## config.mk

```make
export PLATFORM = sky130hd
export DESIGN_NAME = rx_uart
export DESIGN_NICKNAME = d
export VERILOG_FILES = /design/src/rtl/rx_uart.sv
export SDC_FILE = /design/constraint.sdc
export NUM_CORES = 1
export LEC_CHECK = 0
export ABC_AREA = 1
export CELL_PAD_IN_SITES_DETAIL_PLACEMENT = 0
export CELL_PAD_IN_SITES_GLOBAL_PLACEMENT = 1
export CORE_MARGIN = 10
export CORE_UTILIZATION = 43
export DETAILED_ROUTE_END_ITERATION = 12
export PLACE_DENSITY = 0.76
export SYNTH_ARGS = -nofsm -noshare
export SYNTH_HDL_FRONTEND = slang
export SYNTH_SLANG_ARGS = --single-unit
```

## constraint.sdc

```tcl
create_clock -name i_clk -period 2.18 [get_ports i_clk]
set_clock_uncertainty 0.2 [all_clocks]
set_input_delay 0.545 -clock i_clk [delete_from_list [all_inputs] [get_ports i_clk]]
set_output_delay 0.545 -clock i_clk [all_outputs]
set_load 0.05 [all_outputs]
```

## src/rtl/rx_uart.sv

```systemverilog
// UART receiver: 2-flop synchronised serial input, mid-bit sampling FSM and a
// single-entry valid/ready output register with per-byte framing/parity flags.
module rx_uart #(
   parameter int CLKS_PER_BIT = 5,
   parameter bit PARITY_EN    = 1'b0,
   parameter bit PARITY_ODD   = 1'b0
) (
   input  logic       i_clk,
   input  logic       i_rst,
   input  logic       i_rx,
   output logic [7:0] o_data,
   output logic       o_valid,
   input  logic       i_ready,
   output logic       o_frame_err,
   output logic       o_parity_err,
   output logic       o_overrun
);

   localparam logic [7:0] SAMPLE = 8'((CLKS_PER_BIT - 1) / 2);
   localparam logic [7:0] LAST   = 8'(CLKS_PER_BIT - 1);

   typedef enum logic [2:0] {IDLE, START, DATA, PARITY, STOP, WAIT_HIGH} state_t;

   state_t     state;
   logic [7:0] clk_count;
   logic [2:0] bit_idx;
   logic [7:0] shreg;
   logic       rx_m, rx_s;
   logic       perr_q;
   logic       accept, stop_hit, load;

   function automatic logic parity_err(input logic [7:0] d, input logic pbit);
      return (^d) ^ pbit ^ PARITY_ODD;
   endfunction

   assign accept   = o_valid & i_ready;
   assign stop_hit = (state == STOP) && (clk_count == LAST);
   // A full register still loads when the consumer takes the old byte on the same edge.
   assign load     = stop_hit && (!o_valid || i_ready);

   // Synchroniser: line idles high, so reset to 1 to avoid a false start.
   always_ff @(posedge i_clk or negedge i_rst) begin
      if (!i_rst) begin
         rx_m <= 1'b1;
         rx_s <= 1'b1;
      end else begin
         rx_m <= i_rx;
         rx_s <= rx_m;
      end
   end

   // Data shift register, LSB first.
   always_ff @(posedge i_clk) begin
      if (state == DATA && clk_count == LAST)
         shreg <= {rx_s, shreg[7:1]};
   end

   always_ff @(posedge i_clk or negedge i_rst) begin
      if (!i_rst) begin
         state     <= IDLE;
         clk_count <= 8'd0;
         bit_idx   <= 3'd0;
         perr_q    <= 1'b0;
      end else begin
         case (state)
            IDLE: begin
               if (!rx_s) begin
                  state     <= START;
                  clk_count <= 8'd0;
               end
            end
            START: begin
               if (clk_count == SAMPLE) begin
                  clk_count <= 8'd0;
                  bit_idx   <= 3'd0;
                  state     <= rx_s ? IDLE : DATA;
               end else begin
                  clk_count <= clk_count + 8'd1;
               end
            end
            DATA: begin
               if (clk_count == LAST) begin
                  clk_count <= 8'd0;
                  bit_idx   <= bit_idx + 3'd1;
                  if (bit_idx == 3'd7)
                     state <= PARITY_EN ? PARITY : STOP;
               end else begin
                  clk_count <= clk_count + 8'd1;
               end
            end
            PARITY: begin
               if (clk_count == LAST) begin
                  perr_q    <= parity_err(shreg, rx_s);
                  clk_count <= 8'd0;
                  state     <= STOP;
               end else begin
                  clk_count <= clk_count + 8'd1;
               end
            end
            STOP: begin
               if (clk_count == LAST) begin
                  clk_count <= 8'd0;
                  // A low stop bit may be a break; wait for the line to recover.
                  state     <= rx_s ? IDLE : WAIT_HIGH;
               end else begin
                  clk_count <= clk_count + 8'd1;
               end
            end
            WAIT_HIGH: begin
               if (rx_s)
                  state <= IDLE;
            end
            default: state <= IDLE;
         endcase
      end
   end

   always_ff @(posedge i_clk or negedge i_rst) begin
      if (!i_rst) begin
         o_data       <= 8'h00;
         o_valid      <= 1'b0;
         o_frame_err  <= 1'b0;
         o_parity_err <= 1'b0;
         o_overrun    <= 1'b0;
      end else begin
         if (load) begin
            o_data       <= shreg;
            o_valid      <= 1'b1;
            o_frame_err  <= ~rx_s;
            o_parity_err <= PARITY_EN && perr_q;
         end else if (accept) begin
            o_valid      <= 1'b0;
            o_frame_err  <= 1'b0;
            o_parity_err <= 1'b0;
         end
         if (stop_hit && !load)
            o_overrun <= 1'b1;
         else if (accept)
            o_overrun <= 1'b0;
      end
   end

endmodule

```

==> results of run 1 <==
==> through the flow <==
step / total power, mW / cells / setup slack (ns) / cell area, µm²
2_1_floorplan: 1.661 / 187 / 0.5098 / 1704
3_3_place_gp: 1.939 / 248 / 0.3115 / 1866
3_5_place_dp: 1.964 / 248 / 0.2580 / 1866
4_1_cts: 2.550 / 256 / 0.2970 / 1978
5_1_grt: 2.702 / 256 / 0.2236 / 1978
6_report: 2.518 / 256 / 0.3215 / 1978
==> registers in the layout, summed over array words and instances (netlist names), 3 cells and up <==
signal / count
clk_count: 8
state: 3
bit_idx: 3
shreg: 8
o_data: 8
==> placed cells by master (no fill, tap or decap), types with 2 or more instances in the layout <==
cell type,Yosys,routed
sky130_fd_sc_hd__nor2_2,2,2
sky130_fd_sc_hd__o21ai_1,4,4
sky130_fd_sc_hd__dfstp_2,2,2
sky130_fd_sc_hd__nand3_1,6,6
sky130_fd_sc_hd__o211ai_1,2,2
sky130_fd_sc_hd__edfxtp_1,8,8
sky130_fd_sc_hd__clkdlybuf4s50_1,0,3
sky130_fd_sc_hd__clkinv_2,1,2
sky130_fd_sc_hd__ha_1,5,5
sky130_fd_sc_hd__nor2_1,13,13
sky130_fd_sc_hd__dfrtp_1,25,25
sky130_fd_sc_hd__nand4_1,4,4
sky130_fd_sc_hd__xnor2_1,2,2
sky130_fd_sc_hd__inv_1,16,16
sky130_fd_sc_hd__inv_2,3,3
sky130_fd_sc_hd__nand2_2,4,4
sky130_fd_sc_hd__nor2_4,4,4
sky130_fd_sc_hd__o21ai_0,4,4
sky130_fd_sc_hd__nand2_1,65,65
sky130_fd_sc_hd__nand3_2,3,3
sky130_fd_sc_hd__xor2_1,2,2
sky130_fd_sc_hd__buf_4,1,12
sky130_fd_sc_hd__clkbuf_8,0,5
==> Yosys cell counts <==
library cell / n
sky130_fd_sc_hd__buf_4: 1
sky130_fd_sc_hd__ha_1: 5
sky130_fd_sc_hd__o21ai_1: 4
sky130_fd_sc_hd__a21boi_0: 1
sky130_fd_sc_hd__nand3_1: 6
sky130_fd_sc_hd__o21ai_0: 4
sky130_fd_sc_hd__dfrtp_1: 25
sky130_fd_sc_hd__edfxtp_1: 8
sky130_fd_sc_hd__conb_1: 1
sky130_fd_sc_hd__nor2_2: 2
sky130_fd_sc_hd__xor2_1: 2
sky130_fd_sc_hd__nand4_1: 4
sky130_fd_sc_hd__buf_6: 1
sky130_fd_sc_hd__o2bb2ai_1: 1
sky130_fd_sc_hd__xnor2_1: 2
sky130_fd_sc_hd__a21oi_2: 1
sky130_fd_sc_hd__nand2_2: 4
sky130_fd_sc_hd__nand3_2: 3
sky130_fd_sc_hd__clkinv_2: 1
sky130_fd_sc_hd__a21oi_1: 1
sky130_fd_sc_hd__nor2_4: 4
sky130_fd_sc_hd__inv_2: 3
sky130_fd_sc_hd__clkinv_1: 1
sky130_fd_sc_hd__nand2_1: 65
sky130_fd_sc_hd__inv_1: 16
sky130_fd_sc_hd__nand3b_1: 1
sky130_fd_sc_hd__nor2_1: 13
sky130_fd_sc_hd__o211ai_1: 2
sky130_fd_sc_hd__o22ai_1: 1
sky130_fd_sc_hd__dfstp_2: 2
sky130_fd_sc_hd__nand3_4: 1
sky130_fd_sc_hd__o21ai_2: 1
==> critical path, stage by stage (launching register included) <==
cell and delay [ns]:
sky130_fd_sc_hd__dfrtp_1 0.41, sky130_fd_sc_hd__inv_1 0.11, sky130_fd_sc_hd__ha_1 0.18, sky130_fd_sc_hd__nand3_2 0.11
sky130_fd_sc_hd__nor2_4 0.21, sky130_fd_sc_hd__nand2_1 0.09, sky130_fd_sc_hd__clkinv_1 0.22
==> power groups by stage <==
stage | Clock [mW] | Sequential (mW) | Combinational, mW
final | 0.584 | 0.915 | 1.02
after global placement | 0 | 0.922 | 1.02
after CTS | 0.596 | 0.917 | 1.04
after floorplan | 0 | 1.21 | 0.447
after global routing | 0.633 | 0.937 | 1.13
after detailed placement | 0 | 0.928 | 1.04
==> final timing paths <==
| kind | startpoint | endpoint | slack (ns) |
|---|---|---|---|
| min in group asynchronous | i_rst | clk_count[5]$_DFFE_PN0P_ | 0.43 |
| hold / removal | rx_m$_DFF_PN1_ | rx_s$_DFF_PN1_ | 0.16 |
| hold reg to reg | rx_m$_DFF_PN1_ | rx_s$_DFF_PN1_ | 0.16 |
| setup / recovery | clk_count[0]$_DFFE_PN0P_ | shreg[7]$_DFFE_PP_ | 0.32 |
| setup reg to reg | clk_count[0]$_DFFE_PN0P_ | shreg[7]$_DFFE_PP_ | 0.32 |
| max in group asynchronous | i_rst | rx_s$_DFF_PN1_ | 1.03 |
==> routing by layer <==
metal | vias to the layer above | global-route usage | wire, µm
met5 | - | 0 | 0
met4 | 0 | 0.04000 | 11
met3 | 2 | 0.02832 | 113
met2 | 18 | 0.1641 | 1629
met1 | 613 | 0.1236 | 1547
li1 | 634 | - | -
==> cells by family (layout without fill, tap and decap cells) <==
family / after synthesis / count (layout) / share of synthesized area
AND/OR/NAND/NOR: 103 / 103 / 0.2849
flip-flops: 35 / 35 / 0.5389
buffers and inverters: 23 / 44 / 0.05800
AO/OA/AOI/OAI: 16 / 16 / 0.05874
adder cells (fa/ha/maj): 5 / 5 / 0.03671
XOR/XNOR: 4 / 4 / 0.02056
other: 1 / 1 / 0.002201
==> final cells by class <==
class | instances | area [µm²]
Fill cell | 379 | 1765
Sequential cell | 35 | 918.4
Multi-Input combinational cell | 129 | 686.9
Timing Repair Buffer | 15 | 120.1
Inverter | 21 | 80.08
Clock buffer | 5 | 68.82
Tap cell | 48 | 60.06
Clock inverter | 3 | 43.79
==> impl_metrics.xml, run 1 <==
<?xml version="1.0" encoding="UTF-8"?>
<metrics>
  <group name="run_status">
    <metric name="run_status" unit="">completed</metric>
  </group>
  <group name="cts">
    <metric name="count_of_hold_fix_buffers_inserted_at_cts" unit="">0</metric>
    <metric name="ctsLongestPathBuffers" unit="">2</metric>
    <metric name="clk_pin_slew" unit="ns">0.07</metric>
    <metric name="numCtsBuffers" unit="">5</metric>
    <metric name="clock-root-buffer" unit="">sky130_fd_sc_hd__clkbuf_8</metric>
    <metric name="cts_tree" unit="">yes</metric>
    <metric name="htree_num_levels" unit="">2</metric>
    <metric name="worstSkewPairLatency" unit="ns">0.29</metric>
    <metric name="cts.sinks" unit="">35</metric>
    <metric name="cts_resized" unit="">0</metric>
    <metric name="postCtsSetupRepairBufs" unit="">0</metric>
  </group>
  <group name="sta">
    <metric name="fin_crit" unit="ns">1.858</metric>
    <metric name="timing.setup.tns" unit="ns">0</metric>
    <metric name="setup-violations-final" unit="">0</metric>
    <metric name="setup_repair_after_global_routing_missed_its_margin" unit="">false</metric>
    <metric name="hold_ws" unit="ns">0.1588</metric>
    <metric name="fin_crit_share" unit="">0.8525</metric>
    <metric name="fmax" unit="MHz">538.1</metric>
    <metric name="hold_violations" unit="">0</metric>
    <metric name="final_max_slew_viol_count" unit="">0</metric>
  </group>
  <group name="floorplanning">
    <metric name="core_area" unit="µm²">3744</metric>
    <metric name="die_footprint" unit="µm²">6882</metric>
    <metric name="boundaryPins" unit="">16</metric>
    <metric name="die-height" unit="µm">82.96</metric>
    <metric name="std_cell_rows" unit="">22</metric>
    <metric name="die_width" unit="µm">82.96</metric>
    <metric name="initial_core_util" unit="">0.4552</metric>
  </group>
  <group name="global_route">
    <metric name="track_usage" unit="">0.1014</metric>
    <metric name="grt_antenna_before_repair" unit="">0</metric>
    <metric name="grt_start_max_net_pins" unit="">28</metric>
    <metric name="grt_pass1_vias" unit="">1264</metric>
    <metric name="grt_pass1_wl" unit="µm">5920</metric>
    <metric name="residual_overflow_from_global_routing" unit="">0</metric>
  </group>
  <group name="route">
    <metric name="vias_per_inst" unit="">4.949</metric>
    <metric name="remaining_drc_errors" unit="">0</metric>
    <metric name="drtIter0Drc" unit="">117</metric>
    <metric name="ant_nets" unit="">0</metric>
    <metric name="route.detailed.wl_per_inst" unit="µm">12.90</metric>
    <metric name="vias" unit="">1267</metric>
    <metric name="detailedRoute.firstPassIterationCount" unit="">4</metric>
    <metric name="wirelength" unit="µm">3302</metric>
  </group>
  <group name="logic_synthesis">
    <metric name="post_synthesis_sequential_area_ratio" unit="">0.5389</metric>
    <metric name="synth_area_leader_cell" unit="">sky130_fd_sc_hd__dfrtp_1</metric>
    <metric name="ys_types" unit="">32</metric>
    <metric name="synth-warning-count" unit="">0</metric>
    <metric name="synth.ff_latch_count" unit="">35</metric>
    <metric name="mapped_avg_cell_area" unit="µm²">9.113</metric>
    <metric name="synthesis.instances" unit="">187</metric>
    <metric name="synth_area" unit="µm²">1704</metric>
    <metric name="synth.area.top_cells" unit="">sky130_fd_sc_hd__dfrtp_1 (37%), sky130_fd_sc_hd__nand2_1 (14%), sky130_fd_sc_hd__edfxtp_1 (14%)</metric>
    <metric name="syn-num-nets" unit="">196</metric>
    <metric name="netlist.area_leader.share" unit="">0.3671</metric>
  </group>
  <group name="power_and_ir_drop">
    <metric name="power_switching" unit="mW">1.067</metric>
    <metric name="switching_share" unit="">0.4238</metric>
    <metric name="total_leakage_power" unit="nW">0.9838</metric>
    <metric name="pwr_density_cell" unit="nW/µm²">1273</metric>
    <metric name="combPwrFrac" unit="">0.405</metric>
    <metric name="seqPwrFrac" unit="">0.364</metric>
    <metric name="clock_power_share" unit="">0.232</metric>
    <metric name="internal-power" unit="mW">1.451</metric>
    <metric name="irDropWorstVdd" unit="µV">525.8</metric>
  </group>
  <group name="cells_and_area">
    <metric name="final_layout_size_suffix_gt1_frac" unit="">0.2019</metric>
    <metric name="area.growth.synth_to_final" unit="%">16.08</metric>
    <metric name="finish.net_count" unit="">216</metric>
    <metric name="num_antenna_cells" unit="">0</metric>
    <metric name="utilization" unit="">0.5284</metric>
  </group>
  <group name="critical_path">
    <metric name="worst_setup_path_start_kind" unit="">flip-flop</metric>
    <metric name="length_in_cells_of_the_worst_reg_to_reg_path" unit="">6</metric>
    <metric name="crit_path_max_fanout" unit="">11</metric>
    <metric name="criticalPathCategory" unit="">reg2reg</metric>
    <metric name="setup_crit_end_kind" unit="">flip-flop</metric>
    <metric name="worst_ep_arrival_time" unit="ns">1.63</metric>
    <metric name="cp_data_required_time" unit="ns">1.95</metric>
  </group>
  <group name="min_path">
    <metric name="hp-class" unit="">reg2reg</metric>
    <metric name="timing.hold.worst_path_depth" unit="">0</metric>
  </group>
  <group name="place">
    <metric name="gpl.final_weighted_congestion" unit="">0.8413</metric>
    <metric name="numPortBuffers" unit="">14</metric>
    <metric name="place.detailed.hpwl" unit="µm">2426</metric>
  </group>
  <group name="job">
    <metric name="max-cap-violations" unit="">0</metric>
  </group>
</metrics>
No activity file was read; power rests on OpenSTA's default activity.
==> inputs of run 2 (changes only) <==
- CORE_ASPECT_RATIO: not set -> 1.25
- REMOVE_ABC_BUFFERS: not set -> 1
- SKIP_LAST_GASP: not set -> 1
==> run 2 against run 1 <==
  * Critical path depth unchanged
  * Highest routed layer unchanged
  * Via count fell by 3.3%
  * Cell count increased by 2.3%
  * Total power decreased by 1.2%
  * Critical path type unchanged
  * Maximum frequency is 1.1% higher
==> impl_metrics.xml, run 2 (synthesis gave the netlist of run 1 again) <==
<?xml version="1.0" encoding="UTF-8"?>
<metrics>
  <group name="power_and_ir_drop">
    <metric name="pwr_density_cell" unit="nW/µm²">1252</metric>
    <metric name="seqPwrFrac" unit="">0.366</metric>
    <metric name="power_switching" unit="mW">1.037</metric>
    <metric name="clock_power_share" unit="">0.231</metric>
    <metric name="combPwrFrac" unit="">0.403</metric>
    <metric name="switching_share" unit="">0.4170</metric>
    <metric name="internal-power" unit="mW">1.450</metric>
    <metric name="total_leakage_power" unit="nW">0.9838</metric>
    <metric name="irDropWorstVdd" unit="µV">408.2</metric>
  </group>
  <group name="cells_and_area">
    <metric name="final_layout_size_suffix_gt1_frac" unit="">0.2019</metric>
    <metric name="final-instance-count-excl-fill" unit="">262</metric>
    <metric name="num_antenna_cells" unit="">0</metric>
    <metric name="utilization" unit="">0.5203</metric>
    <metric name="top_registers" unit="">clk_count (8), o_data (8), shreg (8)</metric>
    <metric name="finish.net_count" unit="">216</metric>
    <metric name="area.growth.synth_to_final" unit="%">16.52</metric>
    <metric name="final_common_cell" unit="">sky130_fd_sc_hd__nand2_1</metric>
    <metric name="fin_area" unit="µm²">1986</metric>
    <metric name="layout.cells.most_common_list" unit="">sky130_fd_sc_hd__nand2_1 (65), sky130_fd_sc_hd__dfrtp_1 (25), sky130_fd_sc_hd__inv_1 (16)</metric>
  </group>
  <group name="critical_path">
    <metric name="cp_data_required_time" unit="ns">1.95</metric>
    <metric name="crit_path_top_delay_cell" unit="">sky130_fd_sc_hd__dfrtp_1</metric>
    <metric name="worst_ep_arrival_time" unit="ns">1.61</metric>
    <metric name="critPathMaxStageDelay" unit="ns">0.41</metric>
    <metric name="cp_num_buf_inv" unit="">2</metric>
    <metric name="crit_chain" unit="">inv_1, ha_1, nand3_2, nor2_4, nand2_1, clkinv_1</metric>
    <metric name="setup_crit_end_kind" unit="">flip-flop</metric>
    <metric name="path_delay_family" unit="">simple AND/OR/NAND/NOR gates</metric>
    <metric name="crit_path_max_fanout" unit="">11</metric>
    <metric name="worst_setup_path_start_kind" unit="">flip-flop</metric>
    <metric name="criticalPathCategory" unit="">reg2reg</metric>
  </group>
  <group name="cts">
    <metric name="postCtsSetupRepairBufs" unit="">0</metric>
    <metric name="htree_num_levels" unit="">2</metric>
    <metric name="cts_resized" unit="">0</metric>
    <metric name="cts_tree" unit="">yes</metric>
    <metric name="clk_pin_slew" unit="ns">0.07</metric>
    <metric name="count_of_hold_fix_buffers_inserted_at_cts" unit="">0</metric>
    <metric name="clock-root-buffer" unit="">sky130_fd_sc_hd__clkbuf_8</metric>
    <metric name="worstSkewPairLatency" unit="ns">0.28</metric>
    <metric name="ctsLongestPathBuffers" unit="">2</metric>
    <metric name="numCtsBuffers" unit="">5</metric>
    <metric name="cts.sinks" unit="">35</metric>
  </group>
  <group name="route">
    <metric name="wirelength" unit="µm">3047</metric>
    <metric name="route.detailed.wl_per_inst" unit="µm">11.63</metric>
    <metric name="vias" unit="">1225</metric>
    <metric name="ant_nets" unit="">0</metric>
    <metric name="vias_per_inst" unit="">4.676</metric>
    <metric name="detailedRoute.firstPassIterationCount" unit="">4</metric>
    <metric name="remaining_drc_errors" unit="">0</metric>
    <metric name="drtIter0Drc" unit="">70</metric>
  </group>
  <group name="place">
    <metric name="place.detailed.hpwl" unit="µm">2325</metric>
    <metric name="numPortBuffers" unit="">14</metric>
    <metric name="post_dp_cell_area" unit="µm²">1873</metric>
    <metric name="dp_cells" unit="">254</metric>
    <metric name="gpl.final_weighted_congestion" unit="">0.8144</metric>
  </group>
  <group name="global_route">
    <metric name="grt_pass1_vias" unit="">1262</metric>
    <metric name="grt_start_max_net_pins" unit="">28</metric>
    <metric name="gr_util_met3" unit="">0.02988</metric>
    <metric name="residual_overflow_from_global_routing" unit="">0</metric>
    <metric name="global_route.usage.met1" unit="">0.1118</metric>
    <metric name="grt.met2_usage" unit="">0.1619</metric>
    <metric name="track_usage" unit="">0.09658</metric>
    <metric name="grt_pass1_wl" unit="µm">5575</metric>
    <metric name="grt_antenna_before_repair" unit="">0</metric>
    <metric name="global_route.peak_usage_layer" unit="">met2</metric>
  </group>
  <group name="floorplanning">
    <metric name="boundaryPins" unit="">16</metric>
    <metric name="std_cell_rows" unit="">25</metric>
    <metric name="core_area" unit="µm²">3816</metric>
    <metric name="die_footprint" unit="µm²">6897</metric>
    <metric name="initial_core_util" unit="">0.4466</metric>
    <metric name="die-height" unit="µm">90.39</metric>
    <metric name="die_width" unit="µm">76.31</metric>
  </group>
  <group name="sta">
    <metric name="fin_crit_share" unit="">0.8433</metric>
    <metric name="fmax" unit="MHz">544.0</metric>
    <metric name="hold_ws" unit="ns">0.1592</metric>
    <metric name="hold_violations" unit="">0</metric>
    <metric name="setup-violations-final" unit="">0</metric>
    <metric name="fin_crit" unit="ns">1.838</metric>
    <metric name="timing.setup.tns" unit="ns">0</metric>
    <metric name="setup_repair_after_global_routing_missed_its_margin" unit="">false</metric>
    <metric name="final_max_slew_viol_count" unit="">0</metric>
  </group>
  <group name="job">
    <metric name="max-cap-violations" unit="">0</metric>
  </group>
  <group name="run_status">
    <metric name="run_status" unit="">completed</metric>
  </group>
  <group name="min_path">
    <metric name="hp-class" unit="">reg2reg</metric>
  </group>
</metrics>
run 2: cell counts in the layout (fill, tap and decap cells not counted):
No cell type changed its count.
run 2: power groups by stage:
stage          combinational, mW  sequential [mW]  clock (mW)
4_1_cts                     1.03            0.912       0.593
2_1_floorplan              0.440             1.22           0
3_3_place_gp                1.01            0.919           0
6_report                    1.00            0.910       0.574
5_1_grt                     1.12            0.932       0.623
3_5_place_dp                1.02            0.924           0
run 2: final cells by class:
type,count,area (µm²)
timing repair buffer,15,120.1
clock buffer,5,68.82
fill,359,1831
clock inverter,3,43.79
inverter,21,80.08
multi-input combinational,129,686.9
tap,54,67.56
sequential,35,918.4
run 2: through the flow:
stage / total power [mW] / setup slack [ns]
finish: 2.487 / 0.3416
global route: 2.677 / 0.2288
CTS: 2.530 / 0.3388
detailed placement: 1.946 / 0.2997
global placement: 1.928 / 0.3068
floorplan: 1.656 / 0.5098
run 2: routing by layer:
layer,vias to the layer above,share of wire
li1,632,-
met5,-,0
met1,570,0.45
met2,17,0.49
met3,6,0.037
met4,0,0.015
run 2: final timing paths:
check	startpoint	end	slack (ns)	depth (start not counted)
worst max-delay path	clk_count[0]$_DFFE_PN0P_	shreg[7]$_DFFE_PP_	0.34	6
worst min-delay path	rx_m$_DFF_PN1_	rx_s$_DFF_PN1_	0.16	0
worst max register to register	clk_count[0]$_DFFE_PN0P_	shreg[7]$_DFFE_PP_	0.34	6
worst min register to register	rx_m$_DFF_PN1_	rx_s$_DFF_PN1_	0.16	0
max in group asynchronous	i_rst	rx_m$_DFF_PN1_	1.05	2
min in group asynchronous	i_rst	clk_count[2]$_DFFE_PN0P_	0.44	2
